<file path="config.mk">
export PLATFORM = sky130hd
export DESIGN_NAME = ls_down_counter
export DESIGN_NICKNAME = d
export VERILOG_FILES = /design/src/rtl/ls_counter_pkg.sv /design/src/rtl/ls_down_nibble.sv /design/src/rtl/ls_down_counter.sv
export SDC_FILE = /design/constraint.sdc
export NUM_CORES = 1
export LEC_CHECK = 0
export ABC_AREA = 1
export CORE_MARGIN = 2
export CORE_UTILIZATION = 49
export CTS_BUF_LIST = sky130_fd_sc_hd__clkbuf_8
export CTS_CLUSTER_DIAMETER = 150
export DETAILED_ROUTE_END_ITERATION = 8
export PLACE_DENSITY_LB_ADDON = 0.3
export SYNTH_ARGS = -nofsm -noshare
export SYNTH_HDL_FRONTEND = slang
export SYNTH_SLANG_ARGS = --single-unit
</file>
<file path="constraint.sdc">
create_clock -name CLK -period 2.01 [get_ports CLK]
set_input_delay 0.201 -clock CLK [delete_from_list [all_inputs] [get_ports CLK]]
set_output_delay 0.201 -clock CLK [all_outputs]
set_load 0.02 [all_outputs]
</file>
<file path="src/rtl/ls_counter_pkg.sv">
`default_nettype none
// +------------------------------------------------------------------------+
// | Module : ls_counter_pkg                                                 |
// | Shared definitions for the LS-style counter family: slice width,       |
// | down-counter state encoding and a width legality check.                |
// | Revision: 1.0                                                          |
// +------------------------------------------------------------------------+
package ls_counter_pkg;

  // Every counter in the family is built from 4-bit slices.
  localparam int NIBBLE_W = 4;

  typedef enum logic [1:0] {
    IDLE    = 2'd0,
    RUN     = 2'd1,
    EXPIRED = 2'd2
  } state_t;

  // A counter width is legal only when it is a whole number of slices.
  function automatic bit width_ok(input int w);
    return (w > 0) && ((w % NIBBLE_W) == 0);
  endfunction

endpackage
`default_nettype wire

</file>
<file path="src/rtl/ls_down_nibble.sv">
`default_nettype none
// +------------------------------------------------------------------------+
// | Module : ls_down_nibble                                                 |
// | One 4-bit down-count slice with parallel load and borrow-out.          |
// | Ports: CLK/CLR clock and async reset, D4 load value, LOAD sync load,   |
// |        EN_IN decrement enable (borrow-in), Q4 count,                   |
// |        BO4 = (Q4==0) & EN_IN, borrow to the next slice.                |
// | Revision: 1.0                                                          |
// +------------------------------------------------------------------------+
module ls_down_nibble
  import ls_counter_pkg::*;
(
  input  logic                CLK,
  input  logic                CLR,
  input  logic [NIBBLE_W-1:0] D4,
  input  logic                LOAD,
  input  logic                EN_IN,
  output logic [NIBBLE_W-1:0] Q4,
  output logic                BO4
);

  always_ff @(posedge CLK or posedge CLR) begin
    if (CLR) begin
      Q4 <= '0;
    end else if (LOAD) begin
      Q4 <= D4;
    end else if (EN_IN) begin
      Q4 <= Q4 - 4'd1;
    end
  end

  assign BO4 = (Q4 == '0) & EN_IN;

endmodule
`default_nettype wire

</file>
<file path="src/rtl/ls_down_counter.sv">
`default_nettype none
// +------------------------------------------------------------------------+
// | Module : ls_down_counter                                                |
// | Presettable, cascadable down counter built from 4-bit slices, with     |
// | auto-reload (divide-by-(D+1)) or one-shot behaviour at zero.           |
// | Ports: CLK clock, CLR async reset, D preload/reload value,             |
// |        LOAD_n sync load (active low), ENP/ENT count enables,           |
// |        Q count, BO = (Q==0)&ENT, TC one-cycle pulse after the zero     |
// |        step, BUSY = RUN state, DONE = EXPIRED state.                   |
// | Revision: 1.0                                                          |
// +------------------------------------------------------------------------+
module ls_down_counter
  import ls_counter_pkg::*;
#(
  parameter int WIDTH       = 8,
  parameter bit AUTO_RELOAD = 1'b1
) (
  input  logic             CLK,
  input  logic             CLR,
  input  logic [WIDTH-1:0] D,
  input  logic             LOAD_n,
  input  logic             ENP,
  input  logic             ENT,
  output logic [WIDTH-1:0] Q,
  output logic             BO,
  output logic             TC,
  output logic             BUSY,
  output logic             DONE
);

  localparam int NUM_NIB = WIDTH / NIBBLE_W;

  generate
    if (!width_ok(WIDTH)) begin : g_width_err
      $error("ls_down_counter: WIDTH must be a positive multiple of 4");
    end
  endgenerate

  state_t             state;
  logic               user_load;
  logic               count_en;
  logic               terminal;
  logic               slice_load;
  logic [WIDTH-1:0]   slice_d;
  logic [NUM_NIB:0]   chain;

  assign user_load = ~LOAD_n;
  assign count_en  = (state == RUN) & ENP & ENT;

  // The borrow chain starts at the enabled count; the borrow leaving the top
  // slice means every slice is zero while enabled, i.e. the terminal step.
  assign chain[0] = count_en;
  assign terminal = chain[NUM_NIB];

  // At the terminal step the slices are reloaded instead of wrapping: with D
  // in reload mode, with zero in one-shot mode so Q parks at 0.
  assign slice_load = user_load | terminal;
  assign slice_d    = (user_load || AUTO_RELOAD) ? D : '0;

  generate
    for (genvar i = 0; i < NUM_NIB; i++) begin : g_nibble
      ls_down_nibble u_nibble (
        .CLK   (CLK),
        .CLR   (CLR),
        .D4    (slice_d[i*NIBBLE_W +: NIBBLE_W]),
        .LOAD  (slice_load),
        .EN_IN (chain[i]),
        .Q4    (Q[i*NIBBLE_W +: NIBBLE_W]),
        .BO4   (chain[i+1])
      );
    end
  endgenerate

  always_ff @(posedge CLK or posedge CLR) begin
    if (CLR) begin
      state <= IDLE;
      TC    <= 1'b0;
    end else if (user_load) begin
      state <= RUN;
      TC    <= 1'b0;
    end else if (terminal) begin
      state <= AUTO_RELOAD ? RUN : EXPIRED;
      TC    <= 1'b1;
    end else begin
      TC    <= 1'b0;
    end
  end

  assign BO   = (Q == '0) & ENT;
  assign BUSY = (state == RUN);
  assign DONE = (state == EXPIRED);

endmodule
`default_nettype wire

</file>
# Word level (Yosys, flattened, before mapping)
# Cells that the tools add are included.
[op_classes]
addsub = 2
n_eq_ne = 3
mux = 8
bitwise = 7
n_reduce_logical = 5
[ops]
columns = ["operator", "n"]
rows = [
  ["$mux W4", 4],
  ["$logic_not A4 Y1", 2],
  ["$logic_not A8 Y1", 1],
  ["$sub A4 B1 Y4 const B", 2],
  ["$and A1 B1 Y1", 5],
  ["$mux W2", 2],
  ["$reduce_bool A2 Y1", 2],
  ["$eq A2 B1 Y1 const B", 1],
  ["$eq A2 B2 Y1 const B", 1],
  ["$mux W1", 2],
  ["$ne A2 B1 Y1 const B", 1],
  ["$not A1 Y1", 1],
  ["$or A1 B1 Y1", 1],
]
[word_totals]
ff_bits = 11
input_bits = 13
wordCells = 29

# Logic depth before layout (Yosys ltp)
[depth]
ltp_word = 7
mapped_depth = 10
ltp_nobuf = 9

# Hierarchy
# Synthesis repeated with hierarchy kept, for this count alone.
[hier_totals]
cells_unflattened = 86
hier_area_um2 = 630.6
[modules_own_cells]
columns = ["module", "n_inst", "cells_each", "area_per_inst_um2", "seq_area_each_um2"]
rows = [
  ["ls_down_nibble", 2, 34, 254.0, 100.1],
  ["ls_down_counter", 1, 18, 122.6, 50.0],
]

# Least setup slack after synthesis
# Ideal clock, no wire load.
[synth_timing]
path_type = "flip-flop to flip-flop"
start = "reg g_nibble[0].u_nibble.Q4[0]"
end = "reg state[0]"
setup_ns = 0.127
arrival_time_ns = 1.367
t_required_ns = 1.883
setup_slack_ns = 0.516
path_stages_with_launch = 8
path_buffers = 0
synth_period_minus_slack_ns = 1.494
cell_sequence = "dfrtp_1 > inv_1 > ha_1 > nand2_2 > nor2_8 > nand2_4 > nand2_4 > or2_2"
[synth_between]
elab_chain_cells = 4
[synth_lines]
columns = ["item", "line_no", "source"]
rows = [
  ["from (decl)", "ls_down_nibble.sv:18", "output logic [NIBBLE_W-1:0] Q4,"],
  ["from (signal assigned)", "ls_down_nibble.sv:28", "Q4 <= Q4 - 4'd1;"],
  ["$logic_not A4 Y1", "ls_down_nibble.sv:32", "assign BO4 = (Q4 == '0) & EN_IN;"],
  ["$and A1 B1 Y1 (2 in series)", "ls_down_nibble.sv:32", ""],
  ["$ne A2 B1 Y1 (no source line)", "-", ""],
  ["to (signal assigned)", "ls_down_counter.sv:82", "state <= AUTO_RELOAD ? RUN : EXPIRED;"],
  ["to (decl)", "ls_down_counter.sv:39", "state_t state;"],
]
# No other way between the ends.
# A chain may end at the register's enable or synchronous reset.

# Final worst setup path
[layout_timing]
start = "reg g_nibble[0].u_nibble.Q4[0]"
end = "out BO"
[layout_between]
elab_chain_cells = 2
[layout_lines]
columns = ["item", "line_no", "source"]
rows = [
  ["$logic_not A8 Y1", "ls_down_counter.sv:89", "assign BO = (Q == '0) & ENT;"],
  ["$and A1 B1 Y1", "ls_down_counter.sv:89", ""],
  ["to (decl)", "ls_down_counter.sv:25", "output logic BO,"],
]
# No other way between the ends.

==> results.cfg <==
[status]
status = complete, no violations

[logic_synthesis]
synth_xor_area_frac = 0.0371
synth_simple_gate_area_frac = 0.422
synth_cells = 89
ys_top_cells_by_area = dfrtp_1 35%, nand3_1 9.2%, nand2_1 9.0%
synth_seq_cells = 10
yosysUniqueCellTypes = 24
syn_nets = 106
synth_seq_area_share = 0.353
synth_largest_area_cell = dfrtp_1
syn_area_um2 = 708
synth_compound_area_frac = 0.0194
yosysWarnings = 0
synthMuxAreaShare = 0
synth_top_family_by_area = simple AND/OR/NAND/NOR gates
synth-adder-area-share = 0.0707
syn_avg_cell_area_um2 = 7.96
synth.top_cell.area_share = 0.353

[critical_path]
worstRegToRegCells = 7
crit_end = BO
end_kind = output port
r2r_start = g_nibble[1].u_nibble.Q4[0]$_DFFE_PP0P_
critPathSlowestCell = dfrtp_1
critical-path-top-delay-family = buffers and inverters
start_kind = flip-flop
cp.arrival_ns = 1.59
cp_slowest_stage_delay_ns = 0.40
worstPathMaxFanout = 4
path_buf_inv = 3
cp_common_cell = inv_1
cp_num_cells = 7
crit_chain = inv_1 -> ha_1 -> nand2_2 -> inv_1 -> nand2_1 -> nor2_1 -> dlygate4sd2_1
crit_start = g_nibble[0].u_nibble.Q4[0]$_DFFE_PP0P_
r2r_end = state[0]$_DFFE_PP0P_
critical_path_class = reg2out
required_ns = 1.81
r2r_slack_ns = 0.46

[clock_tree]
cts.htree.levels = 1
cts_tree = done
cts.clk_slew.worst_paths_ns = 0.05
clk_latency_ns = 0.24
cts_setup_buffers = 0
cts_num_sinks = 10
cts_root_buffer = clkbuf_8
cts_buffer_depth = 2
numCtsBuffers = 3

[run]
maxCapViolations = 0

[hold_path]
hold_path_class = in2async

[drt]
remaining_drc_errors = 0
vias = 668
drt_pre_antenna_iters = 4
vias_per_cell = 5.18
drt-wirelength-per-cell_um = 11.5
detail-route-antenna-nets = 0
drt-total-wl_um = 1490
drtIter0Drc = 17

[cells_and_area]
layout.nets = 132
diodes = 0
final_common_cell = clkdlybuf4s50_1
seq_area_um2 = 250
final_cell_area_um2 = 991
final_cells = 129
drive_gt1_frac = 0.140
fillers = 97
area_growth_syn_to_layout_pct = 39.9
final_cell_mix = 22 x clkdlybuf4s50_1, 17 x nand2_1, 13 x nand3_1, 12 x nor2_1, 10 x dfrtp_1
multi_input_area_um2 = 393

[timing]
setup_violations = 0
drv_slew = 0
hold_viol = 0
max_freq_mhz = 557
setup_slack_ns = 0.215
min_period_ns = 1.79
tns_ns = 0
rsz0062_at_grt = false
finalCritPeriodShare = 0.893
clock_skew_ns = 0.00142

[die]
die_h_um = 42.0
rows = 13
fp.coreArea_um2 = 1320
initial_core_util = 0.538
die_w_um = 42.0
dieArea_um2 = 1770
io_pins = 25

[global_routing]
grt_util_all_layers = 0.200
grt_pass1_wl_um = 2730
grt_overflow = 0
grt_pass1_vias = 642
grt_max_degree = 12
antenna_found_initial = 0

[placement]
dpl.cell_count = 125
gp_congestion = 0.799
placed_area_um2 = 937
post-place-ws_ns = 0.207
place_hpwl_um = 1160
port_buffers = 23

[power]
leakagePower_nw = 0.507
power.density_nw_per_um2 = 704
vdd_drop_max_mv = 0.493
total_power_mw = 0.698
worst register-to-register path, stage by stage, from the launching register on:
cell and delay, ns:
dfrtp_1 0.36, inv_1 0.11, ha_1 0.21, nand2_1 0.13, inv_1 0.09, nand2_4 0.11
nand2_4 0.12, or2_2 0.30
Yosys cell counts:
master,count
nor2_8,1
nand4_1,2
dfrtp_1,10
xor2_1,2
a21oi_1,1
inv_1,9
buf_2,1
nand2_4,2
nand3_4,1
o21ai_2,1
buf_4,1
nand2_1,17
inv_2,1
or2_2,1
nand3_2,1
conb_1,1
buf_8,1
nand2_2,3
nand3b_1,1
xnor2_1,1
nor2_1,12
nor3_1,2
nand3_1,13
ha_1,4
cells by family (layout without fill, tap and decap cells):
family,after synthesis,count (layout)
AND/OR/NAND/NOR,56,56
buffers and inverters,13,38
flip-flops,10,10
adder cells (fa/ha/maj),4,4
XOR/XNOR,3,3
AO/OA/AOI/OAI,2,2
other,1,1
through the flow:
step                hold slack, ns  utilization
global route                 0.298        0.752
finish                       0.248        0.752
global placement             0.507        0.711
CTS                          0.272        0.752
detailed placement           0.527        0.711
floorplan                   0.0412            -
power breakdown:
| part | switching, mW | internal (mW) |
|---|---|---|
| sequential | 0.0221 | 0.220 |
| clock | 0.0801 | 0.172 |
| combinational | 0.108 | 0.0946 |
worst min-delay path by stage:
stage	startpoint	endpoint	slack (ns)	cells past startpoint
2_1_floorplan	CLR	TC$_DFF_PP0_	0.04	1
3_3_place_gp	CLR	TC$_DFF_PP0_	0.51	2
3_5_place_dp	CLR	g_nibble[1].u_nibble.Q4[3]$_DFFE_PP0P_	0.53	2
4_1_cts	CLR	g_nibble[0].u_nibble.Q4[2]$_DFFE_PP0P_	0.27	2
5_1_grt	CLR	TC$_DFF_PP0_	0.30	2
6_report	CLR	TC$_DFF_PP0_	0.25	2
sequential cells by signal (all words and copies together), names as in the netlist:
signal and cells:
TC 1, g_nibble.u_nibble.Q4 8, state 1
metal layers:
metal  track usage  vias up  routed length (µm)
met1         0.257      309                 653
met3        0.0647        2                 100
li1              -      332                   -
met5             0        -                   0
met4        0.0688        0                  14
met2         0.316       25                 717
timing repair:
item                                    in CTS  in global routing
hold buffers                                 0                  0
gates resized for setup                      1                  0
endpoints found under the setup margin       1                  0
cell type report:
| type | instances | share of cell area |
|---|---|---|
| multi-input cells | 66 | 0.396 |
| flip-flops and latches | 10 | 0.253 |
| repair buffers | 24 | 0.239 |
| clock buffers | 4 | 0.0556 |
| inverters | 10 | 0.0379 |
| well taps | 15 | 0.0189 |
Power figures use the tool's default switching activity.
